### src/rtl/epu_mem_pkg.sv
// Shared types and helpers for the EPU memory-port arbitration logic.
package epu_mem_pkg;

    function automatic int clog2(input int value);
        int r = 0;
        while ((1 << r) < value) r++;
        return r;
    endfunction

    localparam int NREQ_DEF   = 2;
    localparam int ADDR_W_DEF = 16;
    localparam int DATA_W_DEF = 32;
    localparam int ID_W       = (clog2(NREQ_DEF) < 1) ? 1 : clog2(NREQ_DEF);

    typedef struct packed {
        logic                  we;
        logic [ADDR_W_DEF-1:0] addr;
        logic [DATA_W_DEF-1:0] wdata;
    } req_t;

    typedef enum logic {
        ARB_OPEN   = 1'b0,
        ARB_LOCKED = 1'b1
    } arb_state_t;

endpackage

### src/rtl/arb_tag_fifo.sv
// In-order FIFO of requester ids for reads still awaiting their response.
module arb_tag_fifo
    import epu_mem_pkg::*;
#(
    parameter int W     = 1,
    parameter int DEPTH = 4
) (
    input  logic                        clk,
    input  logic                        rst,
    input  logic                        push,
    input  logic [W-1:0]                din,
    input  logic                        pop,
    output logic [W-1:0]                dout,
    output logic [clog2(DEPTH+1)-1:0]   count,
    output logic                        full,
    output logic                        empty
);

    localparam int PTR_W = (DEPTH > 1) ? clog2(DEPTH) : 1;
    localparam int CNT_W = clog2(DEPTH + 1);

    logic [W-1:0]     mem [DEPTH];
    logic [PTR_W-1:0] wr_ptr, rd_ptr;
    logic             do_push, do_pop;

    function automatic logic [PTR_W-1:0] ptr_next(input logic [PTR_W-1:0] p);
        return (p == PTR_W'(DEPTH - 1)) ? '0 : p + 1'b1;
    endfunction

    assign full    = (count == CNT_W'(DEPTH));
    assign empty   = (count == '0);
    assign do_push = push & ~full;
    assign do_pop  = pop & ~empty;
    assign dout    = mem[rd_ptr];

    always_ff @(posedge clk or posedge rst) begin
        if (rst) begin
            wr_ptr <= '0;
            rd_ptr <= '0;
            count  <= '0;
        end else begin
            if (do_push) wr_ptr <= ptr_next(wr_ptr);
            if (do_pop)  rd_ptr <= ptr_next(rd_ptr);
            case ({do_push, do_pop})
                2'b10:   count <= count + 1'b1;
                2'b01:   count <= count - 1'b1;
                default: count <= count;
            endcase
        end
    end

    // Storage needs no reset; only entries between the pointers are ever read.
    always_ff @(posedge clk) begin
        if (do_push) mem[wr_ptr] <= din;
    end

endmodule

### src/rtl/sram_port_arbiter.sv
// Round-robin arbiter sharing one bank_sram port; read responses are routed back
// to their issuer through an in-order tag FIFO.
//   state      | meaning
//   ARB_OPEN   | grant chosen round-robin from rr_ptr among eligible requesters
//   ARB_LOCKED | a grant was stalled by m_req_ready=0; held on locked_id until accepted
module sram_port_arbiter
    import epu_mem_pkg::*;
#(
    parameter int NREQ   = NREQ_DEF,
    parameter int ADDR_W = ADDR_W_DEF,
    parameter int DATA_W = DATA_W_DEF,
    parameter int OUTS   = 4
) (
    input  logic                       clk,
    input  logic                       rst,
    input  logic [NREQ-1:0]            rq_v,
    input  logic [NREQ-1:0]            rq_we,
    input  logic [NREQ*ADDR_W-1:0]     rq_addr,
    input  logic [NREQ*DATA_W-1:0]     rq_wdata,
    output logic [NREQ-1:0]            rq_ready,
    output logic [NREQ-1:0]            rs_v,
    output logic [DATA_W-1:0]          rs_rdata,
    output logic                       m_req_v,
    output logic                       m_req_we,
    output logic [ADDR_W-1:0]          m_req_addr,
    output logic [DATA_W-1:0]          m_req_wdata,
    input  logic                       m_req_ready,
    input  logic                       m_rsp_v,
    input  logic [DATA_W-1:0]          m_rsp_rdata,
    output logic [clog2(OUTS+1)-1:0]   outs_cnt,
    output logic                       err_unexp
);

    localparam int GID_W = (clog2(NREQ) < 1) ? 1 : clog2(NREQ);
    localparam int CNT_W = clog2(OUTS + 1);

    arb_state_t       state_q, state_d;
    logic [GID_W-1:0] locked_id_q, rr_ptr_q, grant, scan_idx, head_id;
    logic [NREQ-1:0]  eligible;
    logic             grant_v, accept, err_q;
    logic             fifo_push, fifo_pop, fifo_full, fifo_empty;

    // Reads need a free tag slot; a pop in this cycle does not count as one.
    always_comb begin
        eligible = '0;
        for (int i = 0; i < NREQ; i++) begin
            eligible[i] = rq_v[i] & (rq_we[i] | (outs_cnt < CNT_W'(OUTS)));
        end
    end

    always_comb begin
        grant_v  = 1'b0;
        grant    = '0;
        scan_idx = '0;
        state_d  = state_q;
        if (state_q == ARB_LOCKED) begin
            grant_v = 1'b1;
            grant   = locked_id_q;
        end else begin
            // Scan downward so the last hit is the one closest to rr_ptr.
            for (int k = NREQ - 1; k >= 0; k--) begin
                scan_idx = GID_W'((int'(rr_ptr_q) + k) % NREQ);
                if (eligible[scan_idx]) begin
                    grant_v = 1'b1;
                    grant   = scan_idx;
                end
            end
        end
        accept = grant_v & m_req_ready;
        if (grant_v && !m_req_ready) state_d = ARB_LOCKED;
        else if (accept)             state_d = ARB_OPEN;
    end

    always_comb begin
        m_req_v     = grant_v;
        m_req_we    = 1'b0;
        m_req_addr  = '0;
        m_req_wdata = '0;
        rq_ready    = '0;
        if (grant_v) begin
            m_req_we        = rq_we[grant];
            m_req_addr      = rq_addr[grant*ADDR_W +: ADDR_W];
            m_req_wdata     = rq_wdata[grant*DATA_W +: DATA_W];
            rq_ready[grant] = m_req_ready;
        end
    end

    always_ff @(posedge clk or posedge rst) begin
        if (rst) begin
            state_q     <= ARB_OPEN;
            locked_id_q <= '0;
            rr_ptr_q    <= '0;
            err_q       <= 1'b0;
        end else begin
            state_q <= state_d;
            if (grant_v && !m_req_ready) locked_id_q <= grant;
            if (accept) rr_ptr_q <= (grant == GID_W'(NREQ - 1)) ? '0 : grant + 1'b1;
            if (m_rsp_v && fifo_empty) err_q <= 1'b1;
        end
    end

    assign fifo_push = accept & ~m_req_we & ~fifo_full;
    assign fifo_pop  = m_rsp_v & ~fifo_empty;

    arb_tag_fifo #(
        .W     (GID_W),
        .DEPTH (OUTS)
    ) u_tag_fifo (
        .clk   (clk),
        .rst   (rst),
        .push  (fifo_push),
        .din   (grant),
        .pop   (fifo_pop),
        .dout  (head_id),
        .count (outs_cnt),
        .full  (fifo_full),
        .empty (fifo_empty)
    );

    always_comb begin
        rs_v = '0;
        if (fifo_pop) rs_v[head_id] = 1'b1;
    end

    assign rs_rdata  = m_rsp_rdata;
    assign err_unexp = err_q;

endmodule
### config.mk
export PLATFORM = sky130hd
export DESIGN_NAME = sram_port_arbiter
export DESIGN_NICKNAME = d
export VERILOG_FILES = /design/src/rtl/epu_mem_pkg.sv /design/src/rtl/arb_tag_fifo.sv /design/src/rtl/sram_port_arbiter.sv
export SDC_FILE = /design/constraint.sdc
export NUM_CORES = 1
export LEC_CHECK = 0
export ABC_AREA = 1
export BUFFER_PORTS_ARGS = -buffer_cell sky130_fd_sc_hd__buf_2
export CAP_MARGIN = 20
export CORE_AREA = 4 4 86 88
export DETAILED_ROUTE_END_ITERATION = 12
export DIE_AREA = 0 0 90 92
export PLACE_DENSITY = 0.7
export SLEW_MARGIN = 15
export SYNTH_ARGS = -nofsm -noshare
export SYNTH_HDL_FRONTEND = slang
export SYNTH_SLANG_ARGS = --single-unit
### constraint.sdc
create_clock -name clk -period 3.2 [get_ports clk]
set_input_delay 0.48 -clock clk [delete_from_list [all_inputs] [get_ports clk]]
set_output_delay 0.48 -clock clk [all_outputs]
set_load 0.01 [all_outputs]
# Yosys cells after proc, flatten, opt, wreduce, memory -nomap -nowiden
# Memory sizes are Yosys's and may differ from the RTL's.
# Cells that the tools add are included.
# op_classes
add_sub_neg	6
magnitude_cmp	7
n_eq_ne	5
shift	2
n_mux	29
bitwise	14
n_reduce_logical	8
# op_table
cell	n
64-bit by 7-bit indexed part select with 32-bit output	1
32-bit 2-to-1 mux	1
32-bit by 6-bit indexed part select with 16-bit output	1
1-bit 2-to-1 mux	20
16-bit 2-to-1 mux	1
1-bit bitwise AND	8
1-bit by 2-bit less-than comparator with 1-bit output, second input constant	4
2-bit 2-to-1 mux	4
2-bit equality test, second input constant	3
3-bit case mux with 2 select lines	1
2-bit by 1-bit adder with 2-bit output, second input constant	2
1-bit logical AND	4
2-bit nonzero test	2
3-bit by 1-bit adder with 3-bit output, second input constant	1
3-bit equality test, second input constant	1
3-bit logical NOT	1
3-bit less-than comparator, second input constant	1
1-bit NOT	3
3-bit by 1-bit subtractor with 3-bit output, second input constant	1
1-bit adder, second input constant	2
2-bit bitwise AND	1
1-bit demux with 1-bit select	2
2-bit by 1-bit equality test with 1-bit output, second input constant	1
1-bit greater-or-equal comparator, second input constant	2
2 further kinds	3
# word_totals
register_bits	11
ramBits	4
input_bits	136
mem_count	1
# mem_list
memory	depth	width	rd	rd_clocked_by_memory_dff	wr	line	rtl
u_tag_fifo.mem	4	1	1	0	1	arb_tag_fifo.sv:22	logic [W-1:0] mem [DEPTH];

# Longest topological paths before layout
# Gate-level depths: netlist of run 1.
# depth
ltp_word	17
mapped_depth	15
ltp_nobuf	15

# Modules after synthesis
# Synthesis of run 1 repeated with hierarchy kept, for this count alone.
# unflattened
hier_cells	303
hier_area_um2	1834.3
# by_module_without_submodules
mod	n_inst	cells_each	area_each_um2	seq_area_each_um2
sram_port_arbiter	1	230	1184.9	100.1
arb_tag_fifo	1	73	649.4	295.3

# Least setup slack after synthesis of run 1
# Ideal clock, no wire load.
# synth_timing
kind	input-to-reg
from	in rq_we[1]
to	reg u_tag_fifo.count[2]
arrival_ns	2.057
slack_ns	1.012
cell_stages	15
n_path_buf	0
path_cell_list	inv_1 -> nand2_1 -> nand2_1 -> nor2_2 -> nand2_2 -> nand2_4 -> nand2_2 -> nand3_2 -> nand2_4 -> ha_1 -> inv_1 -> fa_1 -> a21oi_1 -> o21ai_0 -> xor2_1
# synth_between
elab_chain_cells	16
# synth_rtl
element	line	rtl
from (decl)	sram_port_arbiter.sv:17	input logic [NREQ-1:0] rq_we,
1-bit OR	sram_port_arbiter.sv:47	eligible[i] = rq_v[i] & (rq_we[i] | (outs_cnt < CNT_W'(OUTS)));
1-bit bitwise AND	sram_port_arbiter.sv:47	
1-bit 2-to-1 mux (not written as such) (2 in a row)	sram_port_arbiter.sv:63	if (eligible[scan_idx]) begin
1-bit 2-to-1 mux (2 in a row)	sram_port_arbiter.sv:63	
1-bit 2-to-1 mux	sram_port_arbiter.sv:56	if (state_q == ARB_LOCKED) begin
1-bit 2-to-1 mux (not written as such) (2 in a row)	sram_port_arbiter.sv:81	m_req_we = rq_we[grant];
1-bit 2-to-1 mux	sram_port_arbiter.sv:80	if (grant_v) begin
1-bit NOT	sram_port_arbiter.sv:102	assign fifo_push = accept & ~m_req_we & ~fifo_full;
1-bit bitwise AND (*) (2 in a row)	sram_port_arbiter.sv:102	
1-bit bitwise AND (*)	arb_tag_fifo.sv:32	assign do_push = push & ~full;
2-bit by 1-bit equality test with 1-bit output or 2-bit equality test (tied branches)	arb_tag_fifo.sv:44	case ({do_push, do_pop})
3-bit case mux with 2 select lines or 2-bit nonzero test (tied branches)	-	
to (signal assigned)	arb_tag_fifo.sv:45	2'b10: count <= count + 1'b1;
to (signal assigned)	arb_tag_fifo.sv:46	2'b01: count <= count - 1'b1;
to (signal assigned)	arb_tag_fifo.sv:47	default: count <= count;
to (decl)	arb_tag_fifo.sv:14	output logic [clog2(DEPTH+1)-1:0] count,
# Mark *: on every way between the ends. The rest lies on a longest branch, timed or not. The select of a mux whose other input is x is not followed.
# A chain may end at the register's enable or synchronous reset.

# Worst setup path after layout of run 1
# layout_timing
from	reg u_tag_fifo.count[2]
to	out m_req_wdata[11]
# layout_between
elab_chain_cells	10
# layout_rtl
element	line	rtl
3-bit less-than comparator (*)	sram_port_arbiter.sv:47	
1-bit OR	sram_port_arbiter.sv:47	
1-bit bitwise AND	sram_port_arbiter.sv:47	
1-bit 2-to-1 mux (not written as such) (2 in a row)	sram_port_arbiter.sv:63	
1-bit 2-to-1 mux (2 in a row)	sram_port_arbiter.sv:63	
1-bit 2-to-1 mux	sram_port_arbiter.sv:56	
64-bit by 7-bit indexed part select with 32-bit output	sram_port_arbiter.sv:83	m_req_wdata = rq_wdata[grant*DATA_W +: DATA_W];
32-bit 2-to-1 mux (*)	sram_port_arbiter.sv:80	
to (decl)	sram_port_arbiter.sv:26	output logic [DATA_W-1:0] m_req_wdata,
# Marks and branches as above.

==> results of run 1 <==
## layout by cell type (no fill, tap or decap)
cell type / n
nand2_1: 16
nand2_4: 2
buf_4: 2
clkinv_2: 1
buf_2: 161
inv_1: 20
nor2_1: 105
inv_4: 1
dfrtp_1: 11
a41o_1: 1
nand2_2: 4
xnor2_1: 1
fa_1: 1
nor3_1: 1
o31ai_1: 1
a32oi_1: 1
nand3_2: 1
inv_2: 1
o21ai_0: 4
a21oi_1: 4
o21ai_1: 49
xor2_1: 1
edfxtp_1: 4
nor2_2: 3
nand3_1: 4
ha_1: 6
clkbuf_8: 3
## per-layer routing
metal / global-route usage / vias to the layer above
met5: 0 / -
met4: 0.0472 / 0
met3: 0.0418 / 14
met2: 0.240 / 110
met1: 0.150 / 943
li1: - / 1122
## where the power goes
part | total (uW) | switching (uW) | internal [uW]
clock | 152 | 66.4 | 86.1
combinational | 1080 | 665 | 416
sequential | 331 | 61.8 | 269
total | 1560 | 793 | 772
## registers in the layout (all words and copies together), names as in the netlist
register and count:
u_tag_fifo.mem 4, u_tag_fifo.count 3, u_tag_fifo.rd_ptr 2, u_tag_fifo.wr_ptr 2
err_unexp 1, locked_id_q 1, rr_ptr_q 1, state_q 1
## per-stage QoR
stage                      util  instance area, um2  worst slack [ns]  total power (uW)
after CTS                 0.365                2430             0.653              1580
after global placement    0.358                2380             0.685              1400
after detailed placement  0.358                2380             0.612              1420
after global routing      0.365                2430             0.511              1730
after floorplan               -                1800              1.01              1090
final                     0.365                2430             0.675              1560
## cell families (layout without fill, tap and decap cells)
logic type	count (synthesis)	after routing	synth area share
buffers and inverters	69	189	0.235
AND/OR/NAND/NOR	136	136	0.309
flip-flops	15	15	0.220
AO/OA/AOI/OAI	60	60	0.173
adder cells (fa/ha/maj)	7	7	0.0529
XOR/XNOR	2	2	0.00974
## final timing paths
path / slack (ns) / from / depth (start not counted) / to
max: 0.68 / u_tag_fifo.count[2] / 9 / m_req_wdata[11]
min: 0.23 / rst / 2 / u_tag_fifo.count[2]
max reg2reg: 0.79 / u_tag_fifo.count[2] / 12 / u_tag_fifo.count[2]
min reg2reg: 0.47 / err_unexp / 1 / err_unexp
max in group asynchronous: 2.66 / rst / 2 / state_q
min in group clk: 0.47 / err_unexp / 1 / err_unexp
## area by class of cell
type,count,share of cell area
flip-flops and latches,15,0.163
well taps,80,0.0412
multi-input cells,205,0.404
clock buffers,3,0.0170
inverters,22,0.0351
repair buffers,163,0.338
clock inverters,1,0.00206
==> run summary, run 1 <==
The congestion estimate from routability-driven global placement came to 0.852. The tightest min-delay check is of the in2async type. The floorplan has 30 rows. The total length of routed met2 wires came out at 3010 um. The number of detailed-route iterations in the first pass is 4. The overall die area came out at 8280 um2. The achievable frequency came out at 396 MHz. For this block, the initial DRC count from the detailed router was 51. During synthesis, Yosys emitted a total of 0 warnings. The area added between synthesis and finish is 35.0%. Entering global routing, the biggest net connects 51 pins. The cell chosen for the clock root is clkbuf_8. The number of levels in the clock H-tree is 1. The flow ran to the end, and the final reports show no timing, DRC or antenna violations. Setup repair after global routing left no endpoint under its margin. Ranked by total cell area, the synthesized netlist is headed by nor2_1 22%, buf_4 17%, dfrtp_1 15%.

The share of post-route cells with drive strength above 1 came out at 0.438. The post-route worst hold slack came out at 0.230 ns. The sequential cell area in the final layout is 395 um2. The cell area after technology mapping came out at 1800 um2. The multi-input gate area in the final layout is between 900 and 1000 um2.

The share of synthesized flip-flops with an asynchronous set or reset is 0.733. The required time at the worst-slack endpoint came out at 2.72 ns. A synthesized cell averages 6.22 um2. The hold violation total from the final report was 0. STA classifies the critical path endpoint as an output port. The number of port buffers is about 160.

The total track usage is 0.134. The number of global-route vias before repair is 2,032. The worst setup path is launched from a flip-flop.

The post-synthesis sequential area ratio is 0.220. The clock network latency to the later pin of the worst-skew pair came out at around 0.24 ns. The buffers plus inverters on the worst setup path came out at 2.

Once placement completed, the tool counted placed cells totaling 485. The final setup violation count is 0. In the routed design, unresolved DRC markers number 0. The relative max-transition margin is 0.674.

The number of standard cells in the final layout excluding fillers came out at roughly 500. The count of cell types in the netlist is 27. The cell that appears most often on the critical path is nand2_1. Power spread over the standard cell area amounts to 645 nW/um2.

The length of routed met3 wiring is between 600 and 700 um. The number of diodes came out at 0. Yosys mapped a number of flops with a built-in enable equal to 4. The critical path is of the reg2out type. The number of buffers between clock root and the deepest sink came out at 2. nor2_1 takes more of the synthesized area than any other cell. The clock net sink count is 15. The final worst-path cycle share came out at 0.789. The worst-margin pin slew is slightly below 0.5 ns. For this design, the slowest cell found on the critical path is dfrtp_1.

At the end of the flow, the number of nets in the layout was 553. In the synthesized netlist the dominant register cell turns out to be dfrtp_1. The core box area came out at ~6600 um2.

The initial utilization of the core area, before any placement, comes to 0.271. The hold buffer count at cts is 0. Synthesis inferred 15 register bits. The clock-pin slew on the worst setup and hold paths is roughly 0.060 ns. The worst clock skew came out at 0.00197 ns. The worst path needs 2.52 ns of the cycle, external delays included.

The die width is roughly 90 um. The number of buffers added by the clock tree synthesis step came out at 3. The number of setup buffers added after CTS came out at 0. The critical path arrival is 2.04 ns. The detailed-route vias per instance came out at 4.48. The largest incremental delay on the critical path is 0.43 ns. TritonCTS built the clock tree. After legalization and detailed placement, the total HPWL measured 5050 um. The global-route wire length before repair came out at 9470 um. The sum of negative setup slack came out at 0 ns.

The number of antenna violations at the first check in global routing is 0. The total number of vias came out at 2,189. The post-detailed-routing wire length came out at 6150 um. The met1 routed wirelength after detailed routing came out at 2420 um. The number of violations of the max-capacitance limit came out at 0. The number of antenna-violating nets in the routed design is 0. Broken down by cell family, the worst path's largest delay share belongs to simple AND/OR/NAND/NOR gates. Ranked by instance count, the synthesized netlist is headed by 105 x nor2_1, 49 x o21ai_1, 40 x buf_4. The detail-routed net length per standard cell is 12.6 um. The worst-case IR drop observed on VDD is 0.000230 V. The detailed router used layers up to and including met4. In the post-synthesis netlist, the cell with the most instances is nor2_1. The critical path goes through nand2_1 -> nand2_1 -> nor2_2 -> nand2_2 -> nand2_4 -> buf_4 -> o21ai_1 -> nor2_1 -> buf_2. The sum of overflow across all layers after global routing is 0.

The filler cells instantiated in the layout total slightly above 700. In this run the vertical extent of the chip is 92 um. The count of pins on the block boundary is 226.

The area fraction of the dominant cell type after synthesis is 0.219. The net count after synthesis is 432. In this run the static leakage power is between 0.001 and 0.0015 uW. The gate count of the mapped netlist came out at 289. The count of final max-slew check failures came out at 0. The maximum fanout count along the critical path came out at 31. The post-cts gate resize count is 0.
Power figures use the tool's default switching activity.
==> run 2, diff against run 1 <==
- CORE_AREA: 4 4 86 88 -> 4 4 85 87
- DIE_AREA: 0 0 90 92 -> 0 0 89 91
- PLACE_DENSITY: 0.7 -> 0.74
- clock period: 3.2 -> 2.06 ns (I/O delays scaled with it)
==> run 2 against run 1 <==
  * Design area grew 10%
  * Power grew 74%
  * Clock-buffer cell count grew 1
  * Flip-flop and latch count is the same
==> run summary, run 2 (same netlist as run 1, synthesis figures left out) <==
The sort of element at the start of the critical path is a flip-flop. In the final layout, the registers with the most flip-flops are u_tag_fifo.mem: 4 flops, u_tag_fifo.count: 3 flops. The die width is 89 um (-1.1%). The area added between synthesis and finish came out at 49.1%.

The post-route worst hold slack is 0.0579 ns (-0.172 ns). The number of violations of the max-capacitance limit came out at 0 (unchanged). Timing would allow up to 491 MHz. The overall die height is 91 um (-1.1%). The worst-margin pin slew is 0.443 ns (-0.0456 ns). The flip-flop count of the largest register, all copies and words added is 4 (unchanged). The critical path arrival was 1.73 ns (-0.31 ns). The power per standard cell area came out at 1010 nW/um2 (+57%). The largest vdd supply drop came out at 0.000678 V (+190%).

The number of port buffers came out at 161 (unchanged). The count of final max-slew check failures is 0 (unchanged). The share of post-route cells with drive strength above 1 was 0.488 (+0.0506). The hold buffer count at cts is 0 (unchanged). Setup repair after global routing could not meet its margin everywhere.

The sum of overflow across all layers after global routing is 0 (unchanged). The number of levels in the clock H-tree is 1 (unchanged). The number of global-route vias before repair is 2,130 (+4.8%).

The cell area after placement is 2510 um2 (+5.5%). The library cell used most frequently in the layout, excluding fill and tap cells, is buf_2. The placer's final routability congestion estimate came to 0.798 (-6.3%).

The clock network latency to the later pin of the worst-skew pair is 0.24 ns (about the same). The final setup violation count came to 0 (unchanged). The post-detailed-routing wire length came out at 6610 um (+7.4%). The TritonCTS clock tree is yes. The core box area is 6350 um2 (-4.4%). The relative max-transition margin came out at 0.704 (+0.0301). The clock net sink count is 15 (unchanged). The overall die area came out at 8100 um2 (-2.2%). The hold violation total from the final report is 0 (unchanged). The initial core utilization is 0.283 (+0.0125). The number of DRC markers in iteration 0 was 96 (+88%).

The clock-pin slew on the worst setup and hold paths came out at 0.06 ns (about the same). The detailed-route vias per instance came to 4.58 (+2.4%). The internal power is 1410 uW (+83%).

The number of detailed-route iterations in the first pass came out at 4 (unchanged). The type of the worst min-delay path is in2async. The final standard cell area without fillers came to 2680 um2 (+10%).

The required time at the worst-slack endpoint came to 1.75 ns (-0.97 ns). The number of antenna violations at the first check in global routing was 0 (unchanged). The number of DRC violations after detailed routing is 0 (unchanged). The net switching power is 1310 uW (+65%). The post-detailed-placement half-perimeter wirelength came out at 5420 um (+7.1%). The number of buffers between clock root and the deepest sink is 2 (unchanged). The fraction of power consumed by the clock network came out at 0.085 (-0.012). The count of pins on the block boundary came out at 226 (unchanged). The number of diodes is 0 (unchanged). The total track usage came out at 0.148 (+0.0137). The capturing element type of the critical path is an output port. The number of fillers in the final layout is 657 (-8.2%). The power share of the combinational group came out at 0.725 (+0.034). Dividing the final minimum period by the clock period gives 0.988.

The global-route wire length before repair came to 9850 um (+3.9%). The portion of total power attributed to sequential cells came out at 0.190 (-0.022). The register with the most flip-flops is u_tag_fifo.mem. The number of buffers added by the clock tree synthesis step came out at 3 (unchanged).

The maximum fanout count along the critical path came to 12 (-61%). The run finished with clean final reports. In this run the clock root is driven by a clkbuf_8. The critical path in this run is classified as reg2out. The worst clock skew was 0.00197 ns (+0.00000469 ns). The number of placement rows is 29 (-3.3%). The total number of vias came out at 2,305 (+5.3%).

Leaving out fill and tap cells, the most frequent cells in the layout are 161 x buf_2, 98 x nor2_1, 49 x o21ai_1. The detail-routed net length per standard cell came to 13.1 um (+4.4%). The largest net degree at the start of global routing came out at 51 (unchanged). Subtracting the final worst setup slack from the clock period gives 2.04 ns.

The end-of-flow core utilization was 0.422 (+0.0569). The final net count is 570 (+3.1%). The number of antenna-violating nets in the routed design came out at 0 (unchanged). The leakage power is 0.00153 uW (+8.1%). The net switching share of the total power came out at 0.480 (-0.0265).
[run 2: final timing paths]
| path | start | to | slack [ns] | depth (start not counted) |
|---|---|---|---|---|
| max | u_tag_fifo.count[2] | m_req_wdata[31] | 0.02 | 11 |
| max reg2reg | u_tag_fifo.count[2] | u_tag_fifo.count[2] | 0.04 | 14 |
| min reg2reg | err_unexp | err_unexp | 0.49 | 1 |
| min | rst | u_tag_fifo.count[2] | 0.06 | 2 |
| min in group clk | m_rsp_v | err_unexp | 0.36 | 2 |
| max in group asynchronous | rst | u_tag_fifo.rd_ptr[0] | 1.70 | 2 |
[run 2: final cells by class]
cell class / count / area [um2] / share of cell area
clock buffer: 4 / 45.0 / 0.0168
sequential: 15 / 395 / 0.147
inverter: 22 / 90.1 / 0.0336
tap: 77 / 96.3 / 0.0359
timing repair buffer: 180 / 1030 / 0.383
multi-input combinational: 205 / 1030 / 0.383
[run 2: critical path, cell delays in order (launching register included)]
cell and delay [ns]:
dfrtp_1 0.40, nand2_1 0.09, nand2_2 0.07, nor2_2 0.09, nand2_2 0.08, nand2_4 0.09
buf_8 0.14, inv_8 0.06, clkbuf_16 0.17, nor2_2 0.10, nor2_1 0.05, buf_2 0.13
[run 2: repair_timing]
item / CTS / global route
gates resized for setup: 7 / 14
endpoints found under the setup margin: 48 / 50
gates cloned: 0 / 2
setup buffers: 1 / 0
pin swaps: 0 / 1
[run 2: power groups by stage]
stage	clock network (uW)	logic [uW]	registers (uW)
floorplan	0	1190	517
global placement	0	1780	514
detailed placement	0	1820	523
CTS	242	1880	516
global route	258	2200	530
finish	232	1970	516
[run 2: routing by layer]
metal	wire, um	global-route usage	up-vias
li1	-	-	1156
met1	2490	0.168	1019
met2	3330	0.264	123
met3	697	0.0507	7
met4	91	0.0298	0
met5	0	0	-
[run 2: through the flow]
stage	instances	setup TNS, ns	setup slack, ns	total power (uW)
global placement	496	0	0.0614	2290
CTS	501	0	0.00159	2640
detailed placement	496	-0.0167	-0.0167	2340
global route	503	-2.56	-0.0892	2990
finish	503	0	0.0240	2720
floorplan	289	0	0.0280	1710
